--- src/rtl/instruction_fetch.sv ---
// instruction_fetch: sequential fetch from a combinational command cache into a
// small {pc, instr} FIFO toward decode, with redirect (flush + restart).
// Optional macro IFETCH_MISALIGN_TRAP_EN: a misaligned redirect target traps into
// a sticky FAULT state (fault/fault_pc); without it the target is word-aligned.
module instruction_fetch #(
   parameter logic [31:0] RESET_PC  = 32'h0000_0000,
   parameter int unsigned BUF_DEPTH = 2
) (
   input  logic        clk,
   input  logic        rst_n,
   output logic [31:0] cmd_address,
   input  logic [31:0] cmd_content,
   output logic        out_valid,
   input  logic        out_ready,
   output logic [31:0] out_pc,
   output logic [31:0] out_instr,
   input  logic        redirect,
   input  logic [31:0] redirect_target,
   output logic        fault,
   output logic [31:0] fault_pc
);

   // BUF_DEPTH is a power of two, so pointers wrap by natural overflow
   localparam int unsigned PW = $clog2(BUF_DEPTH);
   localparam int unsigned CW = PW + 1;

   typedef enum logic [0:0] {
      ST_RUN   = 1'b0,
      ST_FAULT = 1'b1
   } state_t;

   typedef struct packed {
      logic [31:0] pc;
      logic [31:0] instr;
   } entry_t;

   state_t          state_q, state_d;
   logic [31:0]     pc_q;
   logic [CW-1:0]   count_q;
   logic [PW-1:0]   wr_ptr_q, rd_ptr_q;
   entry_t          buf_q [BUF_DEPTH];

   logic            misalign;
   logic            redir_take;
   logic            push, pop;
   logic [31:0]     target_aligned;

   // low target bits are dropped on every pc load; misalignment is decided separately
   assign target_aligned = redirect_target & 32'hFFFF_FFFC;

`ifdef IFETCH_MISALIGN_TRAP_EN
   assign misalign = (redirect_target[1:0] != 2'b00);
`else
   assign misalign = 1'b0;
`endif

   assign cmd_address = pc_q;

   // state register
   always_ff @(posedge clk) begin
      if (!rst_n) state_q <= ST_RUN;
      else        state_q <= state_d;
   end

   // next state and handshake decode; redirect beats push, pop and full
   always_comb begin
      state_d    = state_q;
      redir_take = 1'b0;
      push       = 1'b0;
      pop        = 1'b0;
      out_valid  = 1'b0;
      case (state_q)
         ST_RUN: begin
            out_valid  = (count_q != '0);
            redir_take = redirect;
            pop        = out_valid & out_ready & ~redirect;
            push       = ~redirect & ((count_q < CW'(BUF_DEPTH)) | pop);
            if (redirect && misalign) state_d = ST_FAULT;
         end
         ST_FAULT: begin
            // parked until reset; redirects are ignored here
            state_d = ST_FAULT;
         end
         default: state_d = ST_RUN;
      endcase
   end

   // fetch pointer: reset, redirect reload, or advance on every push
   always_ff @(posedge clk) begin
      if (!rst_n)                     pc_q <= RESET_PC;
      else if (redir_take && !misalign) pc_q <= target_aligned;
      else if (push)                  pc_q <= pc_q + 32'd4;
   end

   // occupancy and pointers; a redirect (taken or trapping) flushes everything
   always_ff @(posedge clk) begin
      if (!rst_n || redir_take) begin
         count_q  <= '0;
         wr_ptr_q <= '0;
         rd_ptr_q <= '0;
      end else begin
         if (push) wr_ptr_q <= wr_ptr_q + PW'(1);
         if (pop)  rd_ptr_q <= rd_ptr_q + PW'(1);
         case ({push, pop})
            2'b10:   count_q <= count_q + CW'(1);
            2'b01:   count_q <= count_q - CW'(1);
            default: count_q <= count_q;
         endcase
      end
   end

   // storage: each entry captures {pc, cache word} when it is the write target
   for (genvar g = 0; g < BUF_DEPTH; g++) begin : g_buf
      always_ff @(posedge clk) begin
         if (push && (wr_ptr_q == PW'(g))) buf_q[g] <= '{pc: pc_q, instr: cmd_content};
      end
   end

   assign out_pc    = buf_q[rd_ptr_q].pc;
   assign out_instr = buf_q[rd_ptr_q].instr;

`ifdef IFETCH_MISALIGN_TRAP_EN
   logic        fault_q;
   logic [31:0] fault_pc_q;

   // sticky trap record of the first misaligned redirect
   always_ff @(posedge clk) begin
      if (!rst_n) begin
         fault_q    <= 1'b0;
         fault_pc_q <= '0;
      end else if (redir_take && misalign) begin
         fault_q    <= 1'b1;
         fault_pc_q <= redirect_target;
      end
   end

   assign fault    = fault_q;
   assign fault_pc = fault_pc_q;
`else
   assign fault    = 1'b0;
   assign fault_pc = 32'h0;
`endif

endmodule

--- config.mk ---
export PLATFORM = sky130hd
export DESIGN_NAME = instruction_fetch
export DESIGN_NICKNAME = d
export VERILOG_FILES = /design/src/rtl/instruction_fetch.sv
export SDC_FILE = /design/constraint.sdc
export NUM_CORES = 1
export LEC_CHECK = 0
export CORE_MARGIN = 2
export CORE_UTILIZATION = 51
export CTS_CLUSTER_SIZE = 25
export DETAILED_ROUTE_END_ITERATION = 16
export PLACE_DENSITY = 0.85
export SLEW_MARGIN = 10
export SYNTH_ARGS = -nofsm -noshare
export SYNTH_HDL_FRONTEND = slang
export SYNTH_SLANG_ARGS = --single-unit
export TNS_END_PERCENT = 5
--- constraint.sdc ---
create_clock -name clk -period 6.25 [get_ports clk]
set_input_delay 0.625 -clock clk [delete_from_list [all_inputs] [get_ports clk]]
set_output_delay 0.625 -clock clk [all_outputs]
set_load 0.03 [all_outputs]
==> metrics.md, run 1 <==
| Metric | Value |
|---|---|
| Final Hold Vio Count | `0` |
| Synth cell types | `47` |
| Max Freq | `around 320 MHz` |
| DR WL/cell | `17.8 µm` |
| Req. time, crit path | `between 6 and 7 ns` |
| Clk pin slew, worst setup/hold paths | `~0.06 ns` |
| Setup bufs post-CTS | `0` |
| Area delta synth->final | `32.0%` |
| Power per cell area | `around 290 mW/mm²` |
| Relative slew margins | `0.244` |
| DIE HEIGHT | `~120 µm` |
| FILL cells | `909` |
| Top Ports | `198` |
| Final Power | `roughly 2.6 mW` |
| Post-CTS Hold Fix Bufs | `0` |
| Status | `finished, final reports clean` |
| Setup violations, final | `0` |
| Period utilization | `0.500` |
| Slew Limit Fails | `0` |
| Xor and xnor area share after synthesis | `0.0154` |
| Setup tns final | `0 ns` |
| Commonest non-fill, non-tap cells in the layout | `158 x clkdlybuf4s50_1, 124 x edfxtp_1, 62 x mux2_2` |
| Actual slew at the worst max-slew pin | `between 1 and 1.5 ns` |
| H-tree levels | `4` |
| GRT Util Overall | `0.208` |
| Final wirelength | `between 10000 and 15000 µm` |
| Final std cells w/o fill | `between 800 and 900` |
| Vias per inst | `approximately 5.5` |
| DRC | `0` |
| Root Buffer Master | `clkbuf_16` |
| Reg2Reg Launch Point | `count_q[1]` |
| Startpoint Class | `input pin` |
| Adder-cell share of the synthesized area | `0.00367` |
| Post-route minimum period | `about 3.1 ns` |
| First-pass GRT wire length | `about 23000 µm` |
| RSZ-0062 raised after global routing | `false` |
| Vias in the first global route | `between 4000 and 5000` |
| FP Rows | `42` |
| Layout cells sized above 1 | `0.162` |
| DP HPWL | `slightly below 10000 µm` |
| Register bit total from synthesis | `~160` |
| Crit path kind | `in -> reg` |
| Maximum fanout along the worst path | `32` |
| Post-synthesis async set-or-reset flop share | `0` |
| Hold_sp | `rd_ptr_q` |
| Post-placement cell count | `between 800 and 900` |
| Worst setup EP type | `flip-flop` |
| DRT iter0 DRCs | `543` |
| Total grt overflow | `0` |
| HP Class | `reg -> reg` |
| Die W | `120 µm` |
| DP Worst Slack | `2.68 ns` |
| CTS Buf Count | `17` |
| Global placement routability congestion | `around 0.83` |
| Synth warn | `0` |
| Post-synth top flop | `edfxtp_1` |
| Largest family of logic cells by synthesized area | `multiplexers` |
| Compound-gate portion of the synthesized area | `0.0819` |
| CP Launch Point | `redirect` |
| Number of synthesized flops with an enable pin | `124` |
| Simple-gate share of the synthesized area | `0.0887` |
| Sequential cell area fraction in the yosys report | `0.650` |
| Multiplexer share of the synthesized area | `0.102` |
| Core area | `about 0.013 mm²` |
| Clock sinks | `around 160` |
| Syn Std Cell Area | `between 0.006 and 0.007 mm²` |
| Reg area | `~0.0044 mm²` |
| Fin Clk Skew | `roughly 0.0058 ns` |
| Cts repair resizes | `0` |
| # diodes | `0` |
| Arrival time at the worst endpoint | `between 3 and 4 ns` |
| Area leader, netlist | `edfxtp_1` |
| Layout Nets | `approximately 720` |
| Lkg Pwr | `slightly above 3 nW` |
| Fin util | `0.684` |
| Synth top area share | `0.547` |
| # port buffers | `approximately 160` |
| Commonest non-fill, non-tap cell in the layout | `clkdlybuf4s50_1` |
| Multi-input logic area | `roughly 0.0021 mm²` |
| Maximum clock path buffer count | `2` |
| Initial antenna violation count | `0` |
| Via count | `4622` |
| Worst skew pair latency | `between 0.4 and 0.5 ns` |
| Setup ws final | `roughly 3.1 ns` |
| Antenna violation net count after detailed routing | `0` |
| Effective utilization at floorplan | `0.518` |
| Max VDD drop | `166 µV` |
| Max-cap violations | `0` |
| Largest cells by area after synthesis | `edfxtp_1 55%, dfxtp_1 10%, mux2_2 10%` |
| Syn Area/Cell | `13.8 µm²` |
| Post-Syn Instances | `492` |
| Pin count of the biggest net entering global routing | `between 60 and 70` |
| CTS tree | `yes` |
| Overall die area | `0.0143 mm²` |
| Initial DRT Pass Iterations | `5` |
==> critical path, stage by stage <==
cell	delay, ns
clkdlybuf4s50_1	0.87
inv_1	0.23
nand2_1	0.23
nor2_4	0.84
buf_4	0.41
==> report_power, final <==
group / switching (mW) / internal (mW) / total (mW)
Clock: 0.412 / 0.553 / 0.965
Combinational: 0.209 / 0.155 / 0.364
Sequential: 0.0409 / 1.20 / 1.24
Total: 0.662 / 1.91 / 2.57
==> cell type report <==
| type | count | area share |
|---|---|---|
| repair buffers | 163 | 0.180 |
| multi-input cells | 302 | 0.238 |
| well taps | 176 | 0.0245 |
| clock inverters | 15 | 0.0150 |
| inverters | 6 | 0.00250 |
| flip-flops and latches | 159 | 0.492 |
| clock buffers | 17 | 0.0473 |
==> cell families (layout without fill, tap and decap cells) <==
logic type | count (synthesis) | in the layout
other cells | 1 | 37
fa+ha+maj | 2 | 2
mux | 62 | 62
compound gates | 86 | 86
xor+xnor | 12 | 12
simple gates | 103 | 103
buf+inv | 67 | 201
flops | 159 | 159
==> through the flow <==
step           instance area, µm²  hold WS [ns]
5_1_grt                      8990         0.569
6_report                     8990         0.509
3_3_place_gp                 8430         0.490
2_1_floorplan                6950         0.472
3_5_place_dp                 8430         0.493
4_1_cts                      8990         0.511
==> path summary, 6_finish.rpt <==
path | end | slack (ns) | cells past startpoint
worst max-delay path | buf_q[0][34] | 3.12 | 5
worst min register to register | flip-flop | 0.51 | 2
worst max register to register | buf_q[0][34] | 3.73 | 4
worst min-delay path | flip-flop | 0.51 | 2
==> flip-flops by register name, summed over array words and instances, names as in the netlist, named ones only <==
name / flops
buf_q: 124
count_q: 2
wr_ptr_q: 1
cmd_address: 30
rd_ptr_q: 1
==> Yosys cell counts (5+ instances only) <==
cell type / n
inv_1: 5
nand4_1: 6
nand2_1: 18
dfxtp_1: 35
xnor2_1: 7
clkbuf_1: 19
nand3_1: 14
mux2_2: 62
nand2b_1: 7
a21oi_1: 9
or4_1: 13
o21ai_0: 30
edfxtp_1: 124
nor2_1: 13
o31ai_1: 11
or3_1: 5
buf_4: 37
a31oi_1: 12
and3_1: 7
xor2_1: 5
==> routing by layer <==
| metal | routed length (µm) | track usage |
|---|---|---|
| met1 | 6070 | 0.265 |
| met5 | 0 | 0 |
| met2 | 7470 | 0.354 |
| met3 | 1170 | 0.0513 |
| met4 | 211 | 0.0632 |
No activity file was read; power rests on OpenSTA's default activity.
==> inputs of run 2 (changes only) <==
- CORE_UTILIZATION: 51 -> 48
- PLACE_DENSITY: 0.85 -> 0.81
- clock period: 6.25 -> 3.2 ns (I/O delays scaled with it)
==> run 2 against run 1 <==
Against the previous run: clock skew about the same; critical path depth shrank 2; clock power rose by 130%; power grew 110%; routed wire length grew 3.0%; combinational power up 97%; non-clock buffer count rose by 4; hold slack worse by 0.045 ns; first-iteration DRC count down 35%; sequential share of layout area shrank 0.78 points; critical path type is now reg -> out; largest cell class unchanged.
==> metrics.md, run 2 (same netlist as run 1, synthesis figures left out) <==
| Metric | Value |
|---|---|
| DRT iter0 DRCs | `353 (-35%)` |
| DIE HEIGHT | `123 µm (+3.0%)` |
| Core area | `0.0139 mm² (+5.7%)` |
| Power per cell area | `587 mW/mm² (+110%)` |
| Vias per inst | `5.49 (-0.41%)` |
| Crit path kind | `reg -> out` |
| Req. time, crit path | `2.88 ns (-3.46 ns)` |
| Final Hold Vio Count | `0 (unchanged)` |
| Slowest cell on crit path | `clkdlybuf4s50_1` |
| Reg2Reg Launch Point | `cmd_address[6]` |
| Cell depth of the worst flop-to-flop path | `4 (unchanged)` |
| Startpoint Class | `flip-flop` |
| CTS Buf Count | `17 (unchanged)` |
| Fin util | `0.658 (-0.0262)` |
| Fin Clk Skew | `0.00622 ns (+0.000385 ns)` |
| Setup ws final | `0.768 ns (-2.36 ns)` |
| Commonest non-fill, non-tap cells in the layout | `158 x clkdlybuf4s50_1, 124 x edfxtp_1, 62 x mux2_2` |
| Setup violations, final | `0 (unchanged)` |
| Arrival time at the worst endpoint | `2.11 ns (-1.10 ns)` |
| Lkg Pwr | `3.17 nW (+2.3%)` |
| Post-route minimum period | `2.43 ns` |
| Cts repair resizes | `0 (unchanged)` |
| Crit path depth | `3 (-2)` |
| Worst skew pair latency | `0.42 ns (about the same)` |
| Pin count of the biggest net entering global routing | `63 (unchanged)` |
| DRC | `0 (unchanged)` |
| Final wirelength | `15400 µm (+3.0%)` |
| Reg with most FFs | `buf_q` |
| DP Worst Slack | `0.760 ns (-1.92 ns)` |
| Commonest non-fill, non-tap cell in the layout | `clkdlybuf4s50_1` |
| Effective utilization at floorplan | `0.491 (-0.0278)` |
| Post-CTS Hold Fix Bufs | `0 (unchanged)` |
| Relative slew margins | `0.600 (+0.356)` |
| Clk pin slew, worst setup/hold paths | `0.06 ns (about the same)` |
| Initial antenna violation count | `0 (unchanged)` |
| Slew Limit Fails | `0 (unchanged)` |
| Die W | `123 µm (+3.0%)` |
| Max VDD drop | `332 µV (+100%)` |
| Overall die area | `0.0152 mm² (+6.0%)` |
| Maximum fanout along the worst path | `62 (+94%)` |
| DP HPWL | `10300 µm (+4.4%)` |
| Area delta synth->final | `34.1%` |
| Period utilization | `0.760` |
| # diodes | `0 (unchanged)` |
| Status | `finished, final reports clean` |
| Setup bufs post-CTS | `0 (unchanged)` |
| R2R Path End | `cmd_address[24]` |
| Root Buffer Master | `clkbuf_16` |
| Worst Setup EP | `out_pc[26]` |
| Largest register FFs | `124 (unchanged)` |
| Setup tns final | `0 ns (unchanged)` |
| Via count | `4647 (+0.54%)` |
| Total grt overflow | `0 (unchanged)` |
| # port buffers | `158 (unchanged)` |
| Global placement routability congestion | `0.859 (+2.9%)` |
| Clock sinks | `159 (unchanged)` |
| Crit path cell chain | `buf_12 > mux2_2 > clkdlybuf4s50_1` |
| Flop2flop setup slack | `0.98 ns (-2.75 ns)` |
| H-tree levels | `4 (unchanged)` |
| Final instance area | `0.00914 mm² (+1.6%)` |
| Final Power | `5.36 mW (+110%)` |
| First-pass GRT wire length | `23200 µm (+0.15%)` |
| Layout Nets | `723 (+0.56%)` |
| GRT Util Overall | `0.204 (-0.00452)` |
| CTS tree | `yes` |
| DR WL/cell | `18.2 µm (+2.0%)` |
| Max Freq | `just over 400 MHz` |
| FP Rows | `43 (+2.4%)` |
| Maximum clock path buffer count | `2 (unchanged)` |
| Crit path buf inv count | `2 (-1)` |
| RSZ-0062 raised after global routing | `false` |
| Vias in the first global route | `4493 (+0.29%)` |
| Actual slew at the worst max-slew pin | `0.600 ns (-0.530 ns)` |
| Critical Path Max Stage Delay | `0.60 ns (-0.27 ns)` |
| Layout cells sized above 1 | `0.170 (+0.00804)` |
| Worst setup EP type | `output port` |
| Initial DRT Pass Iterations | `5 (unchanged)` |
| CP top delay family | `buffers and inverters` |
| Antenna violation net count after detailed routing | `0 (unchanged)` |
| Top Ports | `198 (unchanged)` |
| Placement Cell Area | `0.00848 mm² (+0.56%)` |
| Max-cap violations | `0 (unchanged)` |
| HP Class | `in -> reg` |
[run 2: changes by cell type in the layout (fill, tap and decap cells not counted), sizes merged]
cell / previous run / this run
inv: 10 / 9
buf: 5 / 9
clkinvlp: 2 / 1
clkinv: 8 / 6
bufinv: 1 / 5
[run 2: final cells by class]
| cell class | count | area [µm²] |
|---|---|---|
| Timing Repair Buffer | 167 | 1660 |
| Fill cell | 1000 | 4740 |
| Multi-Input combinational cell | 302 | 2140 |
| Clock inverter | 15 | 233 |
| Inverter | 6 | 22.5 |
| Clock buffer | 17 | 425 |
| Sequential cell | 159 | 4430 |
| Tap cell | 180 | 225 |
[run 2: power breakdown]
group          internal [mW]  total [mW]  switching (mW)  leakage (nW)
clock network           1.40        2.22           0.819         0.319
registers               2.35        2.43          0.0801          1.47
logic                  0.306       0.716           0.410          1.39
[run 2: worst min-delay path by stage]
stage / start / end / slack, ns / cells after the start
5_1_grt: cmd_content[29] / buf_q[0][29] / 0.47 / 1
6_report: redirect_target[2] / cmd_address[2] / 0.46 / 3
3_3_place_gp: rd_ptr_q / rd_ptr_q / 0.49 / 2
4_1_cts: redirect_target[2] / cmd_address[2] / 0.45 / 3
2_1_floorplan: cmd_content[0] / buf_q[0][0] / 0.42 / 0
3_5_place_dp: rd_ptr_q / flip-flop / 0.52 / 2
[run 2: stage by stage]
stage	hold slack [ns]	std cells
2_1_floorplan	0.419	528
3_3_place_gp	0.489	814
3_5_place_dp	0.521	814
4_1_cts	0.453	846
5_1_grt	0.468	846
6_report	0.464	846
[run 2: layer usage]
layer	GRT usage	vias to the layer above	part of all wire
met4	0.0895	0	0.020
met2	0.345	242	0.50
met1	0.234	2216	0.39
met3	0.0687	36	0.091
met5	0	-	0
li1	-	2153	-
[run 2: worst reg2reg max path, delay by kind of cell, from the launching register on]
| family | cells | cell delay, ns |
|---|---|---|
| flip-flops | 1 | 0.49 |
| AO/OA/AOI/OAI | 1 | 0.20 |
| AND/OR/NAND/NOR | 3 | 1.45 |
